[src/rtl/reg_dump_pkg.sv]
// Shared types and widths for the register dump engine.
// Holds the FSM state encoding and the register file address/data widths.
// Imported by reg_dump and reg_dump_csum.
package reg_dump_pkg;

   localparam int REG_ADDR_W = 5;
   localparam int REG_DATA_W = 32;

   typedef enum logic [2:0] {
      IDLE  = 3'd0,
      READ  = 3'd1,
      SEND  = 3'd2,
      TRAIL = 3'd3,
      FIN   = 3'd4
   } state_e;

endpackage

[src/rtl/reg_dump_csum.sv]
// Running modulo-2^32 sum of the register beats accepted during a dump.
// Latency: sum_o reflects an add or clear one cycle after it is requested.
// Backpressure: none; the caller only asserts add_i on an accepted beat.
module reg_dump_csum
   import reg_dump_pkg::*;
(
   input  logic                  clk,
   input  logic                  reset,
   input  logic                  clear_i,
   input  logic                  add_i,
   input  logic [REG_DATA_W-1:0] data_i,
   output logic [REG_DATA_W-1:0] sum_o
);

   logic [REG_DATA_W-1:0] sum_q, sum_d;

   // Clear wins over add so a fresh dump never inherits a stale total.
   always_comb begin
      sum_d = sum_q;
      if (clear_i) begin
         sum_d = '0;
      end else if (add_i) begin
         sum_d = sum_q + data_i;
      end
   end

   // Accumulator register.
   always_ff @(posedge clk or negedge reset) begin
      if (!reset) begin
         sum_q <= '0;
      end else begin
         sum_q <= sum_d;
      end
   end

   assign sum_o = sum_q;

endmodule

[src/rtl/reg_dump.sv]
// Streams register file contents FIRST_ADDR..LAST_ADDR out as valid/ready beats.
// Latency: one READ cycle per register, so at best one beat every 2 cycles.
// Backpressure: dump_ready low parks the FSM in SEND/TRAIL with payload and RsAddr frozen.
// Optional checksum trailer beat when REG_DUMP_CHECKSUM_EN is defined.
module reg_dump
   import reg_dump_pkg::*;
#(
   parameter logic [REG_ADDR_W-1:0] FIRST_ADDR = 5'd1,
   parameter logic [REG_ADDR_W-1:0] LAST_ADDR  = 5'd31
) (
   input  logic                  clk,
   input  logic                  reset,
   input  logic                  start,
   output logic [REG_ADDR_W-1:0] RsAddr,
   input  logic [REG_DATA_W-1:0] RsData,
   output logic                  dump_valid,
   input  logic                  dump_ready,
   output logic [REG_ADDR_W-1:0] dump_addr,
   output logic [REG_DATA_W-1:0] dump_data,
   output logic                  dump_last,
   output logic                  dump_csum,
   output logic                  busy,
   output logic                  done
);

   state_e                state_q, state_d;
   logic [REG_ADDR_W-1:0] cnt_q, cnt_d;
   logic [REG_ADDR_W-1:0] rs_addr_q, rs_addr_d;
   logic [REG_ADDR_W-1:0] addr_q, addr_d;
   logic [REG_DATA_W-1:0] data_q, data_d;
   logic                  last_q, last_d;

`ifdef REG_DUMP_CHECKSUM_EN
   logic                  csum_q, csum_d;
   logic [REG_DATA_W-1:0] csum_sum;

   reg_dump_csum u_csum (
      .clk     (clk),
      .reset   (reset),
      .clear_i (state_q == IDLE && start),
      .add_i   (state_q == SEND && dump_ready),
      .data_i  (data_q),
      .sum_o   (csum_sum)
   );
`endif

   // Next-state and datapath loads; RsAddr only moves when the counter is loaded.
   always_comb begin
      state_d   = state_q;
      cnt_d     = cnt_q;
      rs_addr_d = rs_addr_q;
      addr_d    = addr_q;
      data_d    = data_q;
      last_d    = last_q;
`ifdef REG_DUMP_CHECKSUM_EN
      csum_d    = csum_q;
`endif
      case (state_q)
         IDLE: begin
            if (start) begin
               cnt_d     = FIRST_ADDR;
               rs_addr_d = FIRST_ADDR;
               state_d   = READ;
            end
         end
         READ: begin
            addr_d  = cnt_q;
            data_d  = RsData;
`ifdef REG_DUMP_CHECKSUM_EN
            last_d  = 1'b0;
`else
            last_d  = (cnt_q == LAST_ADDR);
`endif
            state_d = SEND;
         end
         SEND: begin
            if (dump_ready) begin
               last_d = 1'b0;
               if (cnt_q < LAST_ADDR) begin
                  cnt_d     = cnt_q + 5'd1;
                  rs_addr_d = cnt_q + 5'd1;
                  state_d   = READ;
               end else begin
`ifdef REG_DUMP_CHECKSUM_EN
                  // Trailer carries the total including the beat just accepted.
                  addr_d  = '0;
                  data_d  = csum_sum + data_q;
                  last_d  = 1'b1;
                  csum_d  = 1'b1;
                  state_d = TRAIL;
`else
                  state_d = FIN;
`endif
               end
            end
         end
         TRAIL: begin
            if (dump_ready) begin
               last_d  = 1'b0;
`ifdef REG_DUMP_CHECKSUM_EN
               csum_d  = 1'b0;
`endif
               state_d = FIN;
            end
         end
         FIN: begin
            // start is deliberately not looked at here.
            state_d = IDLE;
         end
         default: begin
            state_d = IDLE;
         end
      endcase
   end

   // State and datapath registers.
   always_ff @(posedge clk or negedge reset) begin
      if (!reset) begin
         state_q   <= IDLE;
         cnt_q     <= FIRST_ADDR;
         rs_addr_q <= '0;
         addr_q    <= '0;
         data_q    <= '0;
         last_q    <= 1'b0;
`ifdef REG_DUMP_CHECKSUM_EN
         csum_q    <= 1'b0;
`endif
      end else begin
         state_q   <= state_d;
         cnt_q     <= cnt_d;
         rs_addr_q <= rs_addr_d;
         addr_q    <= addr_d;
         data_q    <= data_d;
         last_q    <= last_d;
`ifdef REG_DUMP_CHECKSUM_EN
         csum_q    <= csum_d;
`endif
      end
   end

   assign RsAddr     = rs_addr_q;
   assign dump_addr  = addr_q;
   assign dump_data  = data_q;
   assign dump_last  = last_q;
`ifdef REG_DUMP_CHECKSUM_EN
   assign dump_csum  = csum_q;
`else
   assign dump_csum  = 1'b0;
`endif
   assign dump_valid = (state_q == SEND) || (state_q == TRAIL);
   // busy goes high in the same cycle start is taken.
   assign busy       = (state_q == IDLE && start) || (state_q == READ) ||
                       (state_q == SEND) || (state_q == TRAIL);
   assign done       = (state_q == FIN);

endmodule

[config.mk]
export PLATFORM = sky130hd
export DESIGN_NAME = reg_dump
export DESIGN_NICKNAME = d
export VERILOG_FILES = /design/src/rtl/reg_dump_pkg.sv /design/src/rtl/reg_dump_csum.sv /design/src/rtl/reg_dump.sv
export SDC_FILE = /design/constraint.sdc
export NUM_CORES = 1
export LEC_CHECK = 0
export CORE_MARGIN = 3
export CORE_UTILIZATION = 45
export CTS_CLUSTER_SIZE = 40
export DETAILED_ROUTE_END_ITERATION = 10
export PLACE_DENSITY_LB_ADDON = 0.08
export SETUP_SLACK_MARGIN = 0.4
export SLEW_MARGIN = 5
export SYNTH_ARGS = -nofsm -noshare
export SYNTH_HDL_FRONTEND = slang
export SYNTH_SLANG_ARGS = --single-unit
export TNS_END_PERCENT = 5
[constraint.sdc]
create_clock -name clk -period 4.3 [get_ports clk]
set_input_delay 0.645 -clock clk [delete_from_list [all_inputs] [get_ports clk]]
set_output_delay 0.645 -clock clk [all_outputs]
set_load 0.02 [all_outputs]
Yosys cells after proc, flatten, opt, wreduce, memory -nomap -nowiden
Cells that the tools add are included.
- flip-flop bits (word level): 51
- latch bits: 0
- bits in writable memories: 0
- bits in read-only memories: 0
- input bits: 36
- output and inout bits: 47
- word-level logic and storage cells: 41
- memories: 0
- $add $sub $neg: 1
- multiply operators: 0
- divide/modulo/power cells: 0
- $lt $le $gt $ge: 1
- equality and inequality tests: 10
- shift-type cells: 0
- mux-type cells: 11
- bitwise logic cells: 0
- reduce and logical (&&, ||, !) cells: 12
- operators with widths (cell ; count):
    5-bit 2-to-1 mux ; 3
    3-bit 2-to-1 mux ; 4
    3-bit case mux with 4 select lines ; 1
    5-bit case mux with 2 select lines ; 1
    2-bit inequality test, second input constant ; 4
    3-bit by 2-bit == test with 1-bit output, second input constant ; 2
    5-bit by 1-bit adder with 5-bit output, second input constant ; 1
    5-bit == test, second input constant ; 1
    5-bit less-than comparator, second input constant ; 1
    1-bit logical OR ; 4
    4-bit AND reduction ; 1
    2-bit nonzero test ; 2
    3-bit by 1-bit == test with 1-bit output, second input constant ; 1
    3-bit == test, second input constant ; 1
    3-bit zero test ; 1
    3-bit AND reduction ; 1
    2-bit by 1-bit inequality test with 1-bit output, second input constant ; 1
    1-bit case mux with 2 select lines ; 1
    2-bit AND reduction ; 1
    2-bit OR reduction ; 1
    1-bit logical AND ; 1
    1-bit 2-to-1 mux ; 1

Logic depth before layout (Yosys ltp)
- word-level depth: 5
- depth in mapped cells: 5
- gate-level depth less buffers: 5

Worst setup path after synthesis
Ideal clock, no wire load.
- path type: in2reg
- start point: in dump_ready
- end point: reg rs_addr_q[0], in the netlist RsAddr[0]
- library setup time: 0.125 ns
- arrival: 1.606 ns
- data required time: 4.175 ns
- slack: 2.570 ns
- stages on the path: 5
- path buffers: 1
- cells stage by stage: mux2i_1 or3_1 buf_2 nor2_4 mux2_2
- cells in the longest elaborated chain, start to end: 2
- RTL lines (item ; RTL line ; source):
    start: declaration ; reg_dump.sv:17 ; input logic dump_ready,
    2-bit inequality test (no line) ; -- ;
    4-bit AND reduction (no line) ; -- ;
    end signal: assignment ; reg_dump.sv:131 ; rs_addr_q <= rs_addr_d;
    end: declaration ; reg_dump.sv:28 ; logic [REG_ADDR_W-1:0] rs_addr_q, rs_addr_d;
Every way passes these cells.
A chain may end at the register's enable or synchronous reset.

Worst setup path in the final report
- start point: in start
- end point: out busy
- cells in the longest elaborated chain, start to end: 4
- RTL lines (item ; RTL line ; source):
    start: declaration ; reg_dump.sv:13 ; input logic start,
    1-bit logical AND ; reg_dump.sv:152 ; assign busy = (state_q == IDLE && start) || (state_q == READ) ||
    1-bit logical OR (2 in series) ; reg_dump.sv:152 ;
    1-bit logical OR ; reg_dump.sv:153 ; (state_q == SEND) || (state_q == TRAIL);
    end: declaration ; reg_dump.sv:22 ; output logic busy,
Every way passes these cells.

==> impl_results.md <==
* Dominant cell by count in the synthesized netlist: sky130_fd_sc_hd__dfrtp_1
* Inst Count DP at 260
* Slew Limit Fails at 0
* Mean cell area of the mapped netlist at 14.1 sq um
* Cells taking the most area after synthesis: sky130_fd_sc_hd__dfrtp_1, sky130_fd_sc_hd__mux2_2, sky130_fd_sc_hd__buf_4
* Worst hold slack at 0.505 ns
* Non-Filler Instances at 268
* Clock Latency Late Sink at 0.29 ns
* Maximum buffer depth of the clock tree at 2
* Setup slack at placement at 1.77 ns
* Setup TNS at 0 ns
* Endpoint type of the worst setup path: primary output
* Share of the synthesized area in the top cell type at 0.594
* Vias per cell at 5.01
* Flop pwr share at 0.350
* Number of buffers inserted by hold repair at cts at 0
* Post-synthesis cell type with the largest combined area: sky130_fd_sc_hd__dfrtp_1
* Worst max-slew margin expressed relative to the limit at 0.330
* I/O pin total at 83
* Cell variety after synth at 30
* Filler instances at 291
* Number of global-route vias before repair at 1416
* Total routing usage reported by global routing at 0.168
* Critical path data required time at 3.65 ns
* Largest net degree at the start of global routing at 48
* Core region area at 4090 sq um
* Number of nets at the end of the flow at 255
* CTS H-Tree Depth at 2
* Post_cts resized at 0
* Power per standard cell area at 763 nW/um^2
* Post-synthesis instance total at 138
* DRC violation total after the first TritonRoute iteration at 75
* Slew of the pin with the lowest slew margin at 1.00 ns
* Static Leakage at 1.21 nW
* Clock input transition at the sequential cells of the worst setup and hold paths at 0.08 ns
* F_max at 391 MHz
* Synth-to-Final Area Change at 48.1%
* Root buffer cell: sky130_fd_sc_hd__clkbuf_8
* Post-synth ARST share at 1.00
* Die Footprint at 5130 sq um
* Overflow left after global routing at 0
* Wire length of the first global-routing pass at 6670 um
* Maxcap violations at 0
* Kind of launch point of the worst setup path: input pin
* Total nets after synthesis at 176
* Final hold vios at 0
* HP Class: register to register
* Share of total power in the clock network at 0.144
* Result of the run: finished, final reports clean
* Critical Path Source: start
* Port Buf Inserts at 81
* Data arrival time at the worst-slack endpoint at 1.91 ns
* Die boundary width at 71.7 um
* Seq/Total Area, Yosys at 0.607
* Number of nets still failing antenna checks after routing at 0
* Critical path start-end classification: input pin to primary output
* Number of failing setup endpoints in the final timing report at 0
* Post-DP HPWL at 3050 um
* Starting Density at 0.475
* Share of total power consumed by net switching at 0.353
* Largest voltage drop on the vdd net at 0.455 mV
* Final period util at 0.594
* Share of layout cells above drive strength 1 at 0.243
* Antenna violations before repair at 0
* Height of the die at 71.7 um
* Number of buffers created by CTS at 5
* Largest fanout on the critical path at 2
* Worst Min Path Start: dump_last
* Worst setup margin at 1.74 ns
* Post-synth top cells: sky130_fd_sc_hd__dfrtp_1, sky130_fd_sc_hd__mux2_2, sky130_fd_sc_hd__buf_2, sky130_fd_sc_hd__buf_4, sky130_fd_sc_hd__nand2_1
* Internal power of the cells at 1.42 mW
* Number of enable flip-flop cells after synthesis at 0
* Number of setup buffers added after CTS at 0
* Number of placement rows at 23
* Syn. warnings at 0
* Total via count in the routed design at 1344
* Combinational share of power at 0.506
* N_diodes at 0
* Setup repair after global routing missed its margin: no
* Final Routed Wirelength at 4050 um
* Top flip-flop cell by instance count after synthesis: sky130_fd_sc_hd__dfrtp_1
* Area of the mapped netlist at 1940 sq um
* CTS tree: done
* R2R Path Start: state_q[0]
* Min cycle time layout at 2.56 ns
* Mean routed wirelength per cell at 15.1 um
* Number of synthesized register bits at 47
* Net switching power at 0.774 mW
* Placer congestion estimate at 0.757
* First-pass iteration count of the detailed router at 4
* Worst setup skew after layout at 0.00463 ns
* Num Clock Sinks at 47
* DRC viols at 0
power groups by stage:
stage               combinational (mW)  sequential (mW)  clock, mW
floorplan                        0.418            0.973          0
global placement                  1.10            0.761          0
detailed placement                1.12            0.778          0
CTS                               1.13            0.770      0.324
global route                      1.18            0.792      0.343
finish                            1.11            0.767      0.315
layout make-up:
cell class,instances,area [sq um],area share
Sequential cell,47,1180,0.410
Timing Repair Buffer,83,821,0.286
Inverter,3,11.3,0.00392
Clock buffer,6,72.6,0.0253
Clock inverter,2,37.5,0.0131
Tap cell,50,62.6,0.0218
Multi-Input combinational cell,77,689,0.240
worst paths after layout:
kind / endpoint / slack (ns) / depth (start not counted)
worst min-delay path: dump_last / 0.50 / 1
worst min register to register: dump_last / 0.50 / 1
max in group asynchronous: dump_data[15] / 3.16 / 1
worst max-delay path: busy / 1.74 / 4
worst max register to register: dump_data[29] / 2.30 / 3
min in group asynchronous: dump_addr[3] / 0.51 / 1
per-stage QoR:
step / cell area (sq um) / util / total power, mW
CTS: 2870 / 0.703 / 2.22
global route: 2870 / 0.703 / 2.32
global placement: 2760 / 0.676 / 1.86
floorplan: 1940 / - / 1.39
finish: 2870 / 0.703 / 2.19
detailed placement: 2760 / 0.676 / 1.90
layout by cell type, fill, tap and decap left out, types with 2 or more instances in the layout:
master and instances:
sky130_fd_sc_hd__clkdlybuf4s50_1 80, sky130_fd_sc_hd__dfrtp_1 46, sky130_fd_sc_hd__mux2_2 39, sky130_fd_sc_hd__nand2_1 5, sky130_fd_sc_hd__clkbuf_8 5, sky130_fd_sc_hd__nor2_1 4, sky130_fd_sc_hd__inv_1 3, sky130_fd_sc_hd__o21ai_0 3
sky130_fd_sc_hd__nor3_1 2, sky130_fd_sc_hd__and3_1 2, sky130_fd_sc_hd__a21oi_1 2, sky130_fd_sc_hd__o31ai_1 2, sky130_fd_sc_hd__ha_1 2, sky130_fd_sc_hd__buf_4 2
flip-flops by register name, indices dropped and copies added (netlist names):
signal and flops:
dump_data 32, cnt_q 5, dump_addr 5, state_q 3, RsAddr 1, dump_last 1
logic make-up (layout without fill, tap and decap cells):
| logic type | after synthesis | in the layout | share of synthesized area |
|---|---|---|---|
| flops | 47 | 47 | 0.607 |
| mux | 40 | 40 | 0.232 |
| simple gates | 22 | 22 | 0.0632 |
| other cells | 1 | 1 | 0.00193 |
| fa+ha+maj | 2 | 2 | 0.0129 |
| compound gates | 12 | 12 | 0.0432 |
| buf+inv | 14 | 94 | 0.0400 |
layer usage:
layer / global-route usage / vias up / share of wire
met5: 0 / - / 0
met4: 0.0438 / 0 / 0.011
met1: 0.186 / 647 / 0.37
met2: 0.287 / 58 / 0.52
met3: 0.0856 / 6 / 0.098
li1: - / 633 / -
critical path, stage by stage:
cell and delay, ns:
sky130_fd_sc_hd__clkdlybuf4s50_1 0.49, sky130_fd_sc_hd__nor3_1 0.05, sky130_fd_sc_hd__nor2_1 0.10, sky130_fd_sc_hd__clkdlybuf4s50_1 0.62
Note: power is estimated with default switching activity, not from simulation.
